==> src/rtl/mem_line_fetch_if.sv <==
// Bundle between the line-fill unit, its cache controller and the memory read port.
// master is the fill unit; slave is the controller/memory side.
interface mem_line_fetch_if #(
    parameter int LINE_WORDS = 4
);
    localparam int IDX_BITS = $clog2(LINE_WORDS);

    logic                    req_valid;
    logic [31:0]             req_addr;
    logic                    req_ready;
    logic [31:0]             mem_addr;
    logic                    mem_read_en;
    logic [31:0]             mem_data;
    logic                    mem_dvalid;
    logic                    word_valid;
    logic [IDX_BITS-1:0]     word_index;
    logic [31:0]             word_data;
    logic [32*LINE_WORDS-1:0] line_data;
    logic                    line_done;
    logic                    busy;
    logic                    err;

    modport master (
        input  req_valid, req_addr, mem_data, mem_dvalid,
        output req_ready, mem_addr, mem_read_en,
        output word_valid, word_index, word_data,
        output line_data, line_done, busy, err
    );

    modport slave (
        output req_valid, req_addr, mem_data, mem_dvalid,
        input  req_ready, mem_addr, mem_read_en,
        input  word_valid, word_index, word_data,
        input  line_data, line_done, busy, err
    );
endinterface

==> src/rtl/mem_line_fetch.sv <==
// Cache line fill: critical-word-first, wrapping reads of one line from a word memory.
// MEM_FETCH_TIMEOUT_EN adds TIMEOUT_CYCLES and a per-word dvalid watchdog driving err.
module mem_line_fetch #(
    parameter int LINE_WORDS = 4
`ifdef MEM_FETCH_TIMEOUT_EN
    ,
    parameter int TIMEOUT_CYCLES = 64
`endif
) (
    input  logic              clk,
    input  logic              reset,
    mem_line_fetch_if.master  bus
);
    localparam int IDX_BITS = $clog2(LINE_WORDS);
    localparam int CNT_BITS = IDX_BITS + 1;
    localparam logic [31:0] OFF_MASK = 32'(4 * LINE_WORDS - 1);

    typedef enum logic [1:0] {
        IDLE,
        REQ,
        GAP,
        DONE
    } state_t;

    state_t              state;
    logic [31:0]         line_base;
    logic [IDX_BITS-1:0] idx;
    logic [IDX_BITS-1:0] idx_nxt;
    logic [CNT_BITS-1:0] cnt;
    logic                last_word;

`ifdef MEM_FETCH_TIMEOUT_EN
    localparam int WAIT_BITS = $clog2(TIMEOUT_CYCLES + 1);
    logic [WAIT_BITS-1:0] wait_cnt;
`endif

    assign idx_nxt   = idx + IDX_BITS'(1);
    assign last_word = (cnt == CNT_BITS'(LINE_WORDS - 1));

    assign bus.req_ready = (state == IDLE);
    assign bus.busy      = (state != IDLE);

    // Fill sequencer: all memory-side and stream outputs are registered here.
    always_ff @(posedge clk or posedge reset) begin
        if (reset) begin
            state           <= IDLE;
            line_base       <= '0;
            idx             <= '0;
            cnt             <= '0;
            bus.mem_addr    <= '0;
            bus.mem_read_en <= 1'b0;
            bus.word_valid  <= 1'b0;
            bus.word_index  <= '0;
            bus.word_data   <= '0;
            bus.line_data   <= '0;
            bus.line_done   <= 1'b0;
            bus.err         <= 1'b0;
`ifdef MEM_FETCH_TIMEOUT_EN
            wait_cnt        <= '0;
`endif
        end else begin
            bus.word_valid <= 1'b0;
            bus.line_done  <= 1'b0;
            unique case (state)
                IDLE: begin
                    if (bus.req_valid) begin
                        line_base       <= bus.req_addr & ~OFF_MASK;
                        idx             <= IDX_BITS'(bus.req_addr >> 2);
                        cnt             <= '0;
                        bus.err         <= 1'b0;
                        bus.mem_addr    <= bus.req_addr & ~32'h3;
                        bus.mem_read_en <= 1'b1;
                        state           <= REQ;
`ifdef MEM_FETCH_TIMEOUT_EN
                        wait_cnt        <= '0;
`endif
                    end
                end
                REQ: begin
                    if (bus.mem_dvalid) begin
                        bus.word_data                <= bus.mem_data;
                        bus.line_data[{idx, 5'd0} +: 32] <= bus.mem_data;
                        bus.word_valid               <= 1'b1;
                        bus.word_index               <= idx;
                        cnt                          <= cnt + CNT_BITS'(1);
                        idx                          <= idx_nxt;
                        bus.mem_addr <= line_base | (32'(idx_nxt) << 2);
                        bus.mem_read_en              <= 1'b0;
                        if (last_word) begin
                            bus.line_done <= 1'b1;
                            state         <= DONE;
                        end else begin
                            state <= GAP;
                        end
                    end
`ifdef MEM_FETCH_TIMEOUT_EN
                    else if (wait_cnt == WAIT_BITS'(TIMEOUT_CYCLES - 1)) begin
                        bus.mem_read_en <= 1'b0;
                        bus.err         <= 1'b1;
                        state           <= IDLE;
                    end else begin
                        wait_cnt <= wait_cnt + WAIT_BITS'(1);
                    end
`endif
                end
                GAP: begin
                    bus.mem_read_en <= 1'b1;
                    state           <= REQ;
`ifdef MEM_FETCH_TIMEOUT_EN
                    wait_cnt        <= '0;
`endif
                end
                DONE: begin
                    state <= IDLE;
                end
                default: begin
                    state <= IDLE;
                end
            endcase
        end
    end
endmodule

==> src/flat_wrapper.sv <==
// flat-port wrapper written by rule: the top's interface ports become plain ports
module mem_line_fetch_flat 
#(
    parameter int LINE_WORDS = 4

)
  (clk, reset, bus_req_valid, bus_req_addr, bus_mem_data, bus_mem_dvalid, bus_req_ready, bus_mem_addr, bus_mem_read_en, bus_word_valid, bus_word_index, bus_word_data, bus_line_data, bus_line_done, bus_busy, bus_err);
  mem_line_fetch_if #(.LINE_WORDS(LINE_WORDS)) bus_i ();
  input  logic clk;
  input  logic reset;
  input wire logic [$bits(bus_i.req_valid)-1:0] bus_req_valid;
  input wire logic [$bits(bus_i.req_addr)-1:0] bus_req_addr;
  input wire logic [$bits(bus_i.mem_data)-1:0] bus_mem_data;
  input wire logic [$bits(bus_i.mem_dvalid)-1:0] bus_mem_dvalid;
  output wire logic [$bits(bus_i.req_ready)-1:0] bus_req_ready;
  output wire logic [$bits(bus_i.mem_addr)-1:0] bus_mem_addr;
  output wire logic [$bits(bus_i.mem_read_en)-1:0] bus_mem_read_en;
  output wire logic [$bits(bus_i.word_valid)-1:0] bus_word_valid;
  output wire logic [$bits(bus_i.word_index)-1:0] bus_word_index;
  output wire logic [$bits(bus_i.word_data)-1:0] bus_word_data;
  output wire logic [$bits(bus_i.line_data)-1:0] bus_line_data;
  output wire logic [$bits(bus_i.line_done)-1:0] bus_line_done;
  output wire logic [$bits(bus_i.busy)-1:0] bus_busy;
  output wire logic [$bits(bus_i.err)-1:0] bus_err;
  assign bus_i.req_valid = bus_req_valid;
  assign bus_i.req_addr = bus_req_addr;
  assign bus_i.mem_data = bus_mem_data;
  assign bus_i.mem_dvalid = bus_mem_dvalid;
  assign bus_req_ready = bus_i.req_ready;
  assign bus_mem_addr = bus_i.mem_addr;
  assign bus_mem_read_en = bus_i.mem_read_en;
  assign bus_word_valid = bus_i.word_valid;
  assign bus_word_index = bus_i.word_index;
  assign bus_word_data = bus_i.word_data;
  assign bus_line_data = bus_i.line_data;
  assign bus_line_done = bus_i.line_done;
  assign bus_busy = bus_i.busy;
  assign bus_err = bus_i.err;
  mem_line_fetch #(.LINE_WORDS(LINE_WORDS)) u_core (.clk(clk), .reset(reset), .bus(bus_i));
endmodule
==> config.mk <==
export PLATFORM = sky130hd
export DESIGN_NAME = mem_line_fetch_flat
export DESIGN_NICKNAME = d
export VERILOG_FILES = /design/src/rtl/mem_line_fetch_if.sv /design/src/rtl/mem_line_fetch.sv /design/src/flat_wrapper.sv
export SDC_FILE = /design/constraint.sdc
export NUM_CORES = 1
export LEC_CHECK = 0
export ABC_CLOCK_PERIOD_IN_PS = 12800
export CAP_MARGIN = 0
export CORE_MARGIN = 8
export CORE_UTILIZATION = 51
export DETAILED_ROUTE_END_ITERATION = 10
export HOLD_SLACK_MARGIN = 0.08
export PLACE_DENSITY = 0.91
export SLEW_MARGIN = 20
export SYNTH_ARGS = -nofsm -noshare
export SYNTH_HDL_FRONTEND = slang
export SYNTH_SLANG_ARGS = --single-unit
==> constraint.sdc <==
create_clock -name clk -period 12.8 [get_ports clk]
set_input_delay 2.56 -clock clk [delete_from_list [all_inputs] [get_ports clk]]
set_output_delay 2.56 -clock clk [all_outputs]
set_load 0.005 [all_outputs]
### After elaboration in Yosys (flattened, before gate mapping)

Cells that the tools add are included.

* input port bits: 68
* ROM bits: 0
* RAM bits: 0
* output and inout port bits: 200
* register bits after elaboration: 232
* latch bits: 0
* memories: 0
* logic and storage cells: 54

* add/subtract/negate cells: 3
* divide/modulo/power cells: 0
* multiplexer cells: 22
* order comparisons: 0
* eq/ne operators: 6
* shift-type cells: 2
* multipliers: 0
* reductions and logical operators: 9
* bitwise gates (word level): 1

Operators by type and width (number)
* bitwise mux 128 bit: 1
* variable shift 32 x 9 -> 128 bit, first input constant: 1
* indexed part select 32 x 9 -> 128 bit: 1
* 2-to-1 mux 32 bit: 2
* case mux 32 bit (2 select lines): 1
* OR 32 x 4 -> 32 bit: 1
* negator 7 -> 9 bit: 1
* 2-to-1 mux 1 bit: 8
* 2-to-1 mux 2 bit: 4
* case mux 2 bit (4 select lines): 1
* 2-to-1 mux 3 bit: 2
* case mux 3 bit (2 select lines): 1
* AND reduction 2 bit: 3
* AND reduction 3 bit: 2
* == test 2 bit, second input constant: 2
* inequality test 2 bit, second input constant: 2
* case mux 2 bit (2 select lines): 1
* nonzero test 2 bit: 2
* adder 3 x 1 -> 3 bit, second input constant: 1
* == test 3 x 2 -> 1 bit, second input constant: 1
* case mux 1 bit (3 select lines): 1
* nonzero test 3 bit: 1
* adder 2 x 1 -> 2 bit, second input constant: 1
* == test 2 x 1 -> 1 bit, second input constant: 1
* logical NOT 2 bit: 1

### Logic depth before layout (Yosys ltp)

Gate-level depths: netlist of the first run.

* word-level depth: 4
* mapped depth: 7
* mapped depth without buffers: 5

### Least setup slack after synthesis of the first run

Ideal clock, no wire load.

* path kind: input port to flip-flop
* start point: input bus_mem_dvalid
* end point: register u_core.bus.word_data[0]
* path slack: 9.066 ns
* stages: 5
* required time: 12.675 ns
* library setup time: 0.125 ns
* arrival time: 3.609 ns
* path buffers: 3
* cells stage by stage: buf_4 -> nand3b_1 -> buf_2 -> buf_2 -> mux2_2

* word-level cells in the longest chain between the ends: 1

Ends and longest elaborated chain
* from (decl): RTL line flat_wrapper.sv:14 `input wire logic [$bits(bus_i.mem_dvalid)-1:0] bus_mem_dvalid;`
* AND reduction 2 bit (no source line)
* to (signal assigned): RTL line mem_line_fetch.sv:81 `bus.word_data <= bus.mem_data;`
* to (decl): RTL line mem_line_fetch_if.sv:26 `output word_valid, word_index, word_data,`

Every way passes these cells.
A chain may end at the register's enable or synchronous reset.

### Worst setup path in the final report of the first run

* start point: input bus_mem_dvalid
* end point: register u_core.bus.line_data[78]

* word-level cells in the longest chain between the ends: 1

Ends and longest elaborated chain
* AND reduction 2 bit (no source line)
* to (signal, indexed assignment): RTL line mem_line_fetch.sv:82 `bus.line_data[{idx, 5'd0} +: 32] <= bus.mem_data;`
* to (decl): RTL line mem_line_fetch_if.sv:27 `output line_data, line_done, busy, err`

Every way passes these cells.

==> summary.txt, run 1 <==
Timing
  – Final hold violations: 0
  – Period utilisation layout: between 30% and 40%
  – Period minus WS final: between 4 and 5 ns
  – Worst rel slew slack: 29.4%
  – Max-slew violation count: 0
  – Final setup viols: 0
  – RSZ-0062 raised after global routing: no
  – Final WS setup: 7.83 ns
  – Clk_skew: 0.0157 ns
  – Fmax: 201 MHz
  – Setup_tns: 0 ns
  – Tightest Pin Transition: about 1.1 ns

Power
  – Power consumption: roughly 3.2 mW
  – Reg power frac: 39.5%
  – Clock Power Share: 20.1%
  – Gate power share: 40.3%
  – Int Pwr: 2.20 mW
  – Sw Share: 30.7%
  – PwrDens: 258 nW/um2
  – P_sw: 0.978 mW
  – Maximum VDD drop: 0.174 mV
  – Leak: 5.48 nW

Place
  – RD Place Congestion: slightly above 0.8
  – Hpwl dp: 17500 um
  – Placement-stage worst setup slack: 6.85 ns
  – PortBufs: 262

Routing
  – Drt pass-1 iters: 4
  – Wire length per cell: 24.1 um
  – Drt total wl: 26700 um
  – Routed vias: between 6000 and 7000
  – DRC: 0
  – Iter 0 DRT Violations: 449
  – Post-route ant nets: 0
  – Vias per Instance: ~5.8

Synth
  – Cell with the most instances after synthesis: dfrtp_1
  – Avg Inst Size Synth: 14.3 um2
  – Synthesized-area fraction occupied by adder cells: 0.995%
  – Number of synthesized flops with an enable pin: 0
  – Top cell type by total area after synthesis: dfrtp_1
  – Post-synthesis sequential area ratio: roughly two thirds
  – Top-area cell type share of the netlist area: between 60% and 70%
  – FF+latch count, synth: ~230
  – Largest family of logic cells by synthesized area: compound AO/OA/AOI/OAI gates
  – Largest cells by area after synthesis: dfrtp_1 65%, a22o_1 13%, mux2_2 7.7%, o21ai_0 3.8%, mux2i_1 3.4%
  – Cells after Synth: about 600
  – Compound-Gate Fraction of Synth Area: ~17%
  – Ys Warns: 0
  – Top FF cell, synth: dfrtp_1
  – Post-synth ARST share: 100%
  – Synth Area in Simple Gates: 2.96%
  – Mux share of post-synthesis cell area: 11.1%
  – Synth Area in XOR/XNOR: 0%
  – Yosys cell types: 31
  – Synth Cell Area: 8800 um2
  – Synth cell count leaders: 228 x dfrtp_1, 127 x a22o_1, 66 x o21ai_0, 60 x mux2_2, 30 x mux2i_1

Setup path
  – Crit path max fanout: 33
  – Worst stage delay on the critical path: 0.84 ns
  – Worst EP arrival: 5.41 ns
  – CP max stage cell: nor4_4
  – Crit Reg-Reg Endpoint: u_core.bus.line_data[78]$_DFFE_PP0P_
  – Crit path depth: 5
  – Setup slack, reg-to-reg: 9.81 ns
  – CP Capture Point: u_core.bus.line_data[78]$_DFFE_PP0P_
  – Critical Path RT: 13.24 ns
  – Critical path launch point: bus_mem_dvalid
  – Worst reg-to-reg path cell count: 6
  – CP Cell Sequence: clkdlybuf4s50_1 -> nand4b_4 -> nor4_4 -> buf_4 -> a22o_1
  – Worst Path Class, Setup: in2reg
  – Worst setup EP type: flop
  – Startpoint types: primary input
  – Top delay family on crit path: simple AND/OR/NAND/NOR gates
  – CP bufs+invs: 2
  – Reg-to-reg startpoint: u_core.idx[0]$_DFFE_PP0P_

GRT
  – Vias in the first global route: 6806
  – Global-route wire length before repair: around 41000 um
  – GRT overflow: 0
  – Initial antenna violation count: 0
  – Pin count of the biggest net entering global routing: around 110
  – GRT Resource Usage Total: 23.9%

Clock network
  – Clk pin slew, worst setup/hold paths: 0.06 ns
  – Post-CTS Setup Bufs: 0
  – Sink Count: 228
  – TritonCTS clock tree: yes
  – # hold bufs at CTS: 0
  – CTS buffer count: 23
  – CTS Buffer Depth: 3
  – Root buffer cell: clkbuf_16
  – Post-CTS sizing: 0
  – Skew-Pair Late Insertion Delay: 0.50 ns
  – H-tree levels: 1

Cells and area
  – Share of layout cells above drive strength 1: 13.6%
  – Final #Nets: 942
  – # fillers: 1125
  – Ant. Diodes: 0
  – Final core occ: 72.3%
  – Area growth syn-to-layout: 40.2%

Die
  – Die X-Extent: 147 um
  – Row count: 48
  – Top Ports: 268
  – Core Area: 17100 um2
  – Starting density of the core: ~52%
  – Full die area: 21700 um2
  – Die Y: about 150 um

Status
  – Run status: completed

Flow run
  – Maxcap violations: 0

Worst hold path
  – Worst hold path class: reg2reg
-- cells in the final DEF (no fill, tap or decap), types with 2 or more instances in the layout --
cell type,count
clkdlybuf4s50_1,262
dfrtp_1,228
a22o_1,127
o21ai_0,66
mux2_2,60
mux2i_1,29
clkbuf_16,23
buf_4,12
inv_1,7
ha_1,7
nand2_1,6
clkbuf_1,6
nor2_1,5
clkinv_2,5
nor4_4,4
o31ai_1,3
nand4b_4,3
nand2b_1,3
conb_1,3
clkbuf_8,3
nor2b_1,2
nor3_2,2
-- worst register-to-register path, delay by kind of cell (launching register included) --
| family | cells | cell delay [ns] |
|---|---|---|
| AND/OR/NAND/NOR | 2 | 1.36 |
| adder cells (fa/ha/maj) | 1 | 0.23 |
| AO/OA/AOI/OAI | 1 | 0.20 |
| buffers and inverters | 2 | 0.62 |
| flip-flops | 1 | 0.54 |
-- metrics by stage --
step / cell area [um2] / hold slack [ns] / std cells
6_report: 12300 / 0.491 / 1107
5_1_grt: 12300 / 0.511 / 1107
4_1_cts: 12300 / 0.486 / 1106
3_5_place_dp: 11600 / 0.472 / 1066
3_3_place_gp: 11600 / 0.467 / 1066
2_1_floorplan: 8810 / 0.460 / 617
-- cell type report --
cell class                      instances  area [um2]  area share, %
Tap cell                              225         282           2.28
Timing Repair Buffer                  275        2730           22.2
Sequential cell                       228        5710           46.3
Multi-Input combinational cell        331        2870           23.2
Clock inverter                          8        71.3          0.578
Clock buffer                           32         639           5.18
Inverter                                8        37.5          0.304
-- flip-flops by register name (all words and copies together), names as in the netlist --
name,cells
u_core.bus.line_done,1
u_core.bus.mem_addr,29
u_core.bus.word_valid,1
u_core.idx,1
u_core.cnt,3
u_core.line_base,28
u_core.state,2
u_core.bus.word_data,32
u_core.bus.word_index,2
u_core.bus.mem_read_en,1
u_core.bus.line_data,128
-- power groups by stage --
stage               logic (mW)  registers (mW)  clock network [mW]
floorplan                0.511            1.24                   0
global placement          1.24            1.23                   0
detailed placement        1.28            1.26                   0
CTS                       1.30            1.25               0.649
global route              1.37            1.29               0.676
finish                    1.28            1.26               0.641
-- routing by layer --
metal	global-route usage [%]	routed length (um)	up-vias	share of wire [%]
li1	-	-	2786	-
met1	29.5	10200	3310	38
met2	39.7	13300	308	50
met3	7.44	2590	48	9.7
met4	6.53	627	0	2.4
met5	0	0	-	0
-- worst min path at each step --
| stage | endpoint | cells after the start | startpoint | slack (ns) |
|---|---|---|---|---|
| floorplan | u_core.cnt[0]$_DFFE_PP0P_ | 1 | u_core.cnt[0]$_DFFE_PP0P_ | 0.46 |
| global placement | u_core.bus.word_index[1]$_DFFE_PP0P_ | 2 | u_core.bus.word_index[1]$_DFFE_PP0P_ | 0.47 |
| detailed placement | u_core.bus.line_data[0]$_DFFE_PP0P_ | 2 | u_core.bus.line_data[0]$_DFFE_PP0P_ | 0.47 |
| CTS | u_core.bus.line_data[0]$_DFFE_PP0P_ | 2 | u_core.bus.line_data[0]$_DFFE_PP0P_ | 0.49 |
| global route | u_core.bus.word_data[8]$_DFFE_PP0P_ | 1 | u_core.bus.word_data[8]$_DFFE_PP0P_ | 0.51 |
| finish | u_core.bus.line_data[0]$_DFFE_PP0P_ | 2 | u_core.bus.line_data[0]$_DFFE_PP0P_ | 0.49 |
-- logic make-up after synthesis --
family                   Yosys count
flip-flops                       228
AND/OR/NAND/NOR                   32
AO/OA/AOI/OAI                    199
adder cells (fa/ha/maj)            7
other                              1
multiplexers                      90
buffers and inverters             58
Power figures use the tool's default switching activity.
==> inputs of run 2 (changes only) <==
--- a/config.mk
+++ b/config.mk
@@ -5,13 +5,13 @@
 export SDC_FILE = /design/constraint.sdc
 export NUM_CORES = 1
 export LEC_CHECK = 0
-export ABC_CLOCK_PERIOD_IN_PS = 12800
+export ABC_CLOCK_PERIOD_IN_PS = 4360
 export CAP_MARGIN = 0
 export CORE_MARGIN = 8
-export CORE_UTILIZATION = 51
+export CORE_UTILIZATION = 42
 export DETAILED_ROUTE_END_ITERATION = 10
 export HOLD_SLACK_MARGIN = 0.08
-export PLACE_DENSITY = 0.91
+export PLACE_DENSITY = 0.81
 export SLEW_MARGIN = 20
 export SYNTH_ARGS = -nofsm -noshare
 export SYNTH_HDL_FRONTEND = slang
==> constraint.sdc (replaced) <==
create_clock -name clk -period 4.36 [get_ports clk]
set_input_delay 0.872 -clock clk [delete_from_list [all_inputs] [get_ports clk]]
set_output_delay 0.872 -clock clk [all_outputs]
set_load 0.005 [all_outputs]
==> run 2 against run 1 <==
Sequential share of layout area down 0.85 points. Global-route usage down 4.0 points. First-iteration DRC count down 43%. Final cell count up 5.1%. Worst setup slack worse by 6.4 ns. Power rose to 3.0 times the previous value. Largest cell class unchanged.
==> summary.txt, run 2 (synthesis gave the netlist of run 1 again) <==
Status
  – Run status: completed

Routing
  – Wire length per cell: 22.4 um (-7.0%)
  – Iter 0 DRT Violations: 254 (-43%)
  – DRC: 0 (unchanged)
  – Routed vias: 6302 (-2.3%)
  – Drt total wl: 26100 um (-2.2%)
  – Post-route ant nets: 0 (unchanged)
  – Vias per Instance: 5.42 (-7.0%)
  – Drt pass-1 iters: 5 (+1)

Timing
  – Period minus WS final: 2.97 ns
  – Final hold violations: 0 (unchanged)
  – Worst rel slew slack: 50.8% (+21 points)
  – Hold slack final: 0.478 ns (-0.0129 ns)
  – Max-slew violation count: 0 (unchanged)
  – Clk_skew: 0.00867 ns (-0.00702 ns)
  – Final setup viols: 0 (unchanged)
  – Fmax: 337 MHz
  – RSZ-0062 raised after global routing: no
  – Period utilisation layout: 68.2%
  – Setup_tns: 0 ns (unchanged)
  – Tightest Pin Transition: 0.738 ns (-0.315 ns)

Setup path
  – Setup slack, reg-to-reg: 1.99 ns (-7.82 ns)
  – Critical Path RT: 3.49 ns (-9.75 ns)
  – Worst Path Class, Setup: reg2out
  – Worst EP arrival: 2.10 ns (-3.31 ns)
  – Crit path max fanout: 22 (-33%)
  – Startpoint types: flop
  – Worst setup EP type: primary output

Flow run
  – Maxcap violations: 0 (unchanged)

Die
  – Top Ports: 268 (unchanged)
  – Full die area: 25800 um2 (+19%)
  – Die Y: 161 um (+9.1%)
  – Starting density of the core: 42.3% (-9.3 points)
  – Row count: 53 (+10%)
  – Die X-Extent: 161 um (+9.1%)
  – Core Area: 20800 um2 (+22%)

Cells and area
  – Reg area: 5710 um2 (unchanged)
  – Most common cell after layout, fill and taps aside: clkdlybuf4s50_1
  – Share of layout cells above drive strength 1: 14.5% (+0.94 points)
  – Final #Nets: 948 (+0.64%)
  – Area occupied by multi-input gates: 2860 um2 (-0.31%)
  – Area growth syn-to-layout: 42.8%
  – Max reg flops: 128 (unchanged)
  – Largest Register: u_core.bus.line_data
  – Commonest non-fill, non-tap cells in the layout: 262 x clkdlybuf4s50_1, 228 x dfrtp_1, 127 x a22o_1
  – Biggest regs: u_core.bus.line_data x128, u_core.bus.word_data x32, u_core.bus.mem_addr x29
  – # fillers: 1675 (+49%)
  – Final core occ: 60.3% (-12 points)

Power
  – Leak: 5.55 nW (+1.4%)
  – Power consumption: 9.47 mW (+200%)
  – PwrDens: 753 nW/um2 (+190%)
  – Maximum VDD drop: 0.395 mV (+130%)

GRT
  – Global-route wire length before repair: 41200 um (about the same)
  – Initial antenna violation count: 1 (+1)
  – Pin count of the biggest net entering global routing: 133 (+27%)
  – GRT overflow: 0 (unchanged)
  – GRT Resource Usage Total: 19.9% (-4.0 points)
  – Vias in the first global route: 6894 (+1.3%)

Clock network
  – TritonCTS clock tree: yes
  – Clk pin slew, worst setup/hold paths: 0.06 ns (about the same)
  – Root buffer cell: clkbuf_16
  – Skew-Pair Late Insertion Delay: 0.50 ns (about the same)
  – Sink Count: 228 (unchanged)
  – H-tree levels: 1 (unchanged)
  – Post-CTS sizing: 0 (unchanged)
  – Post-CTS Setup Bufs: 0 (unchanged)
  – CTS buffer count: 24 (+4.3%)
  – CTS Buffer Depth: 3 (unchanged)
  – # hold bufs at CTS: 0 (unchanged)

Place
  – RD Place Congestion: 0.775 (-4.5%)
  – PortBufs: 262 (unchanged)
  – Hpwl dp: 17400 um (-0.99%)

Worst hold path
  – Worst hold path class: reg2reg
==> run 2: cell types whose count changed in the layout (fill, tap and decap cells not counted), moves of 2 or more <==
cell,previous run,this run
clkbuf_8,3,8
clkbuf_1,6,2
buf_4,12,15
clkbuf_16,23,25
clkinv_2,5,3
==> run 2: worst max-delay path, stage by stage, from the launching register on <==
cell,delay [ns]
dfrtp_1,0.78
nor2_1,0.22
inv_1,0.09
clkdlybuf4s50_1,0.50
==> run 2: worst paths after layout <==
path	start	to	cells past startpoint
max	u_core.state[1]$_DFFE_PP0P_	bus_busy	3
min	u_core.bus.line_data[0]$_DFFE_PP0P_	u_core.bus.line_data[0]$_DFFE_PP0P_	2
max reg2reg	u_core.idx[0]$_DFFE_PP0P_	u_core.bus.line_data[124]$_DFFE_PP0P_	6
min reg2reg	u_core.bus.line_data[0]$_DFFE_PP0P_	u_core.bus.line_data[0]$_DFFE_PP0P_	2
max in group asynchronous	reset	u_core.bus.line_data[0]$_DFFE_PP0P_	3
min in group asynchronous	reset	u_core.bus.word_data[30]$_DFFE_PP0P_	3
==> run 2: layout make-up <==
type | instances | area share, %
Antenna cell | 1 | 0.0199
Inverter | 8 | 0.269
Tap cell | 275 | 2.74
Sequential cell | 228 | 45.4
Timing Repair Buffer | 280 | 22.3
Multi-Input combinational cell | 331 | 22.8
Clock buffer | 35 | 5.91
Clock inverter | 5 | 0.597
==> run 2: per-layer routing <==
metal  routed length, um  global-route usage (%)  vias up  share of wire [%]
met4                 539                    4.71        0                2.1
met5                   0                       0        -                  0
met1               10500                    24.3     3228                 40
met3                2470                    7.32       36                9.5
li1                    -                       -     2795                  -
met2               12500                    33.0      243                 48
==> run 2: through the flow <==
stage	std cells	area, um2	setup WS (ns)
after floorplan	617	8810	0.508
after global placement	1121	11700	1.17
after detailed placement	1121	11700	1.12
after CTS	1161	12500	1.36
after global routing	1163	12600	1.25
final	1163	12600	1.39
==> run 2: report_power, final <==
part	switching, mW	total, mW	internal [mW]
clock network	0.792	2.08	1.29
logic	1.40	3.73	2.33
registers	0.583	3.66	3.07
total	2.78	9.47	6.69
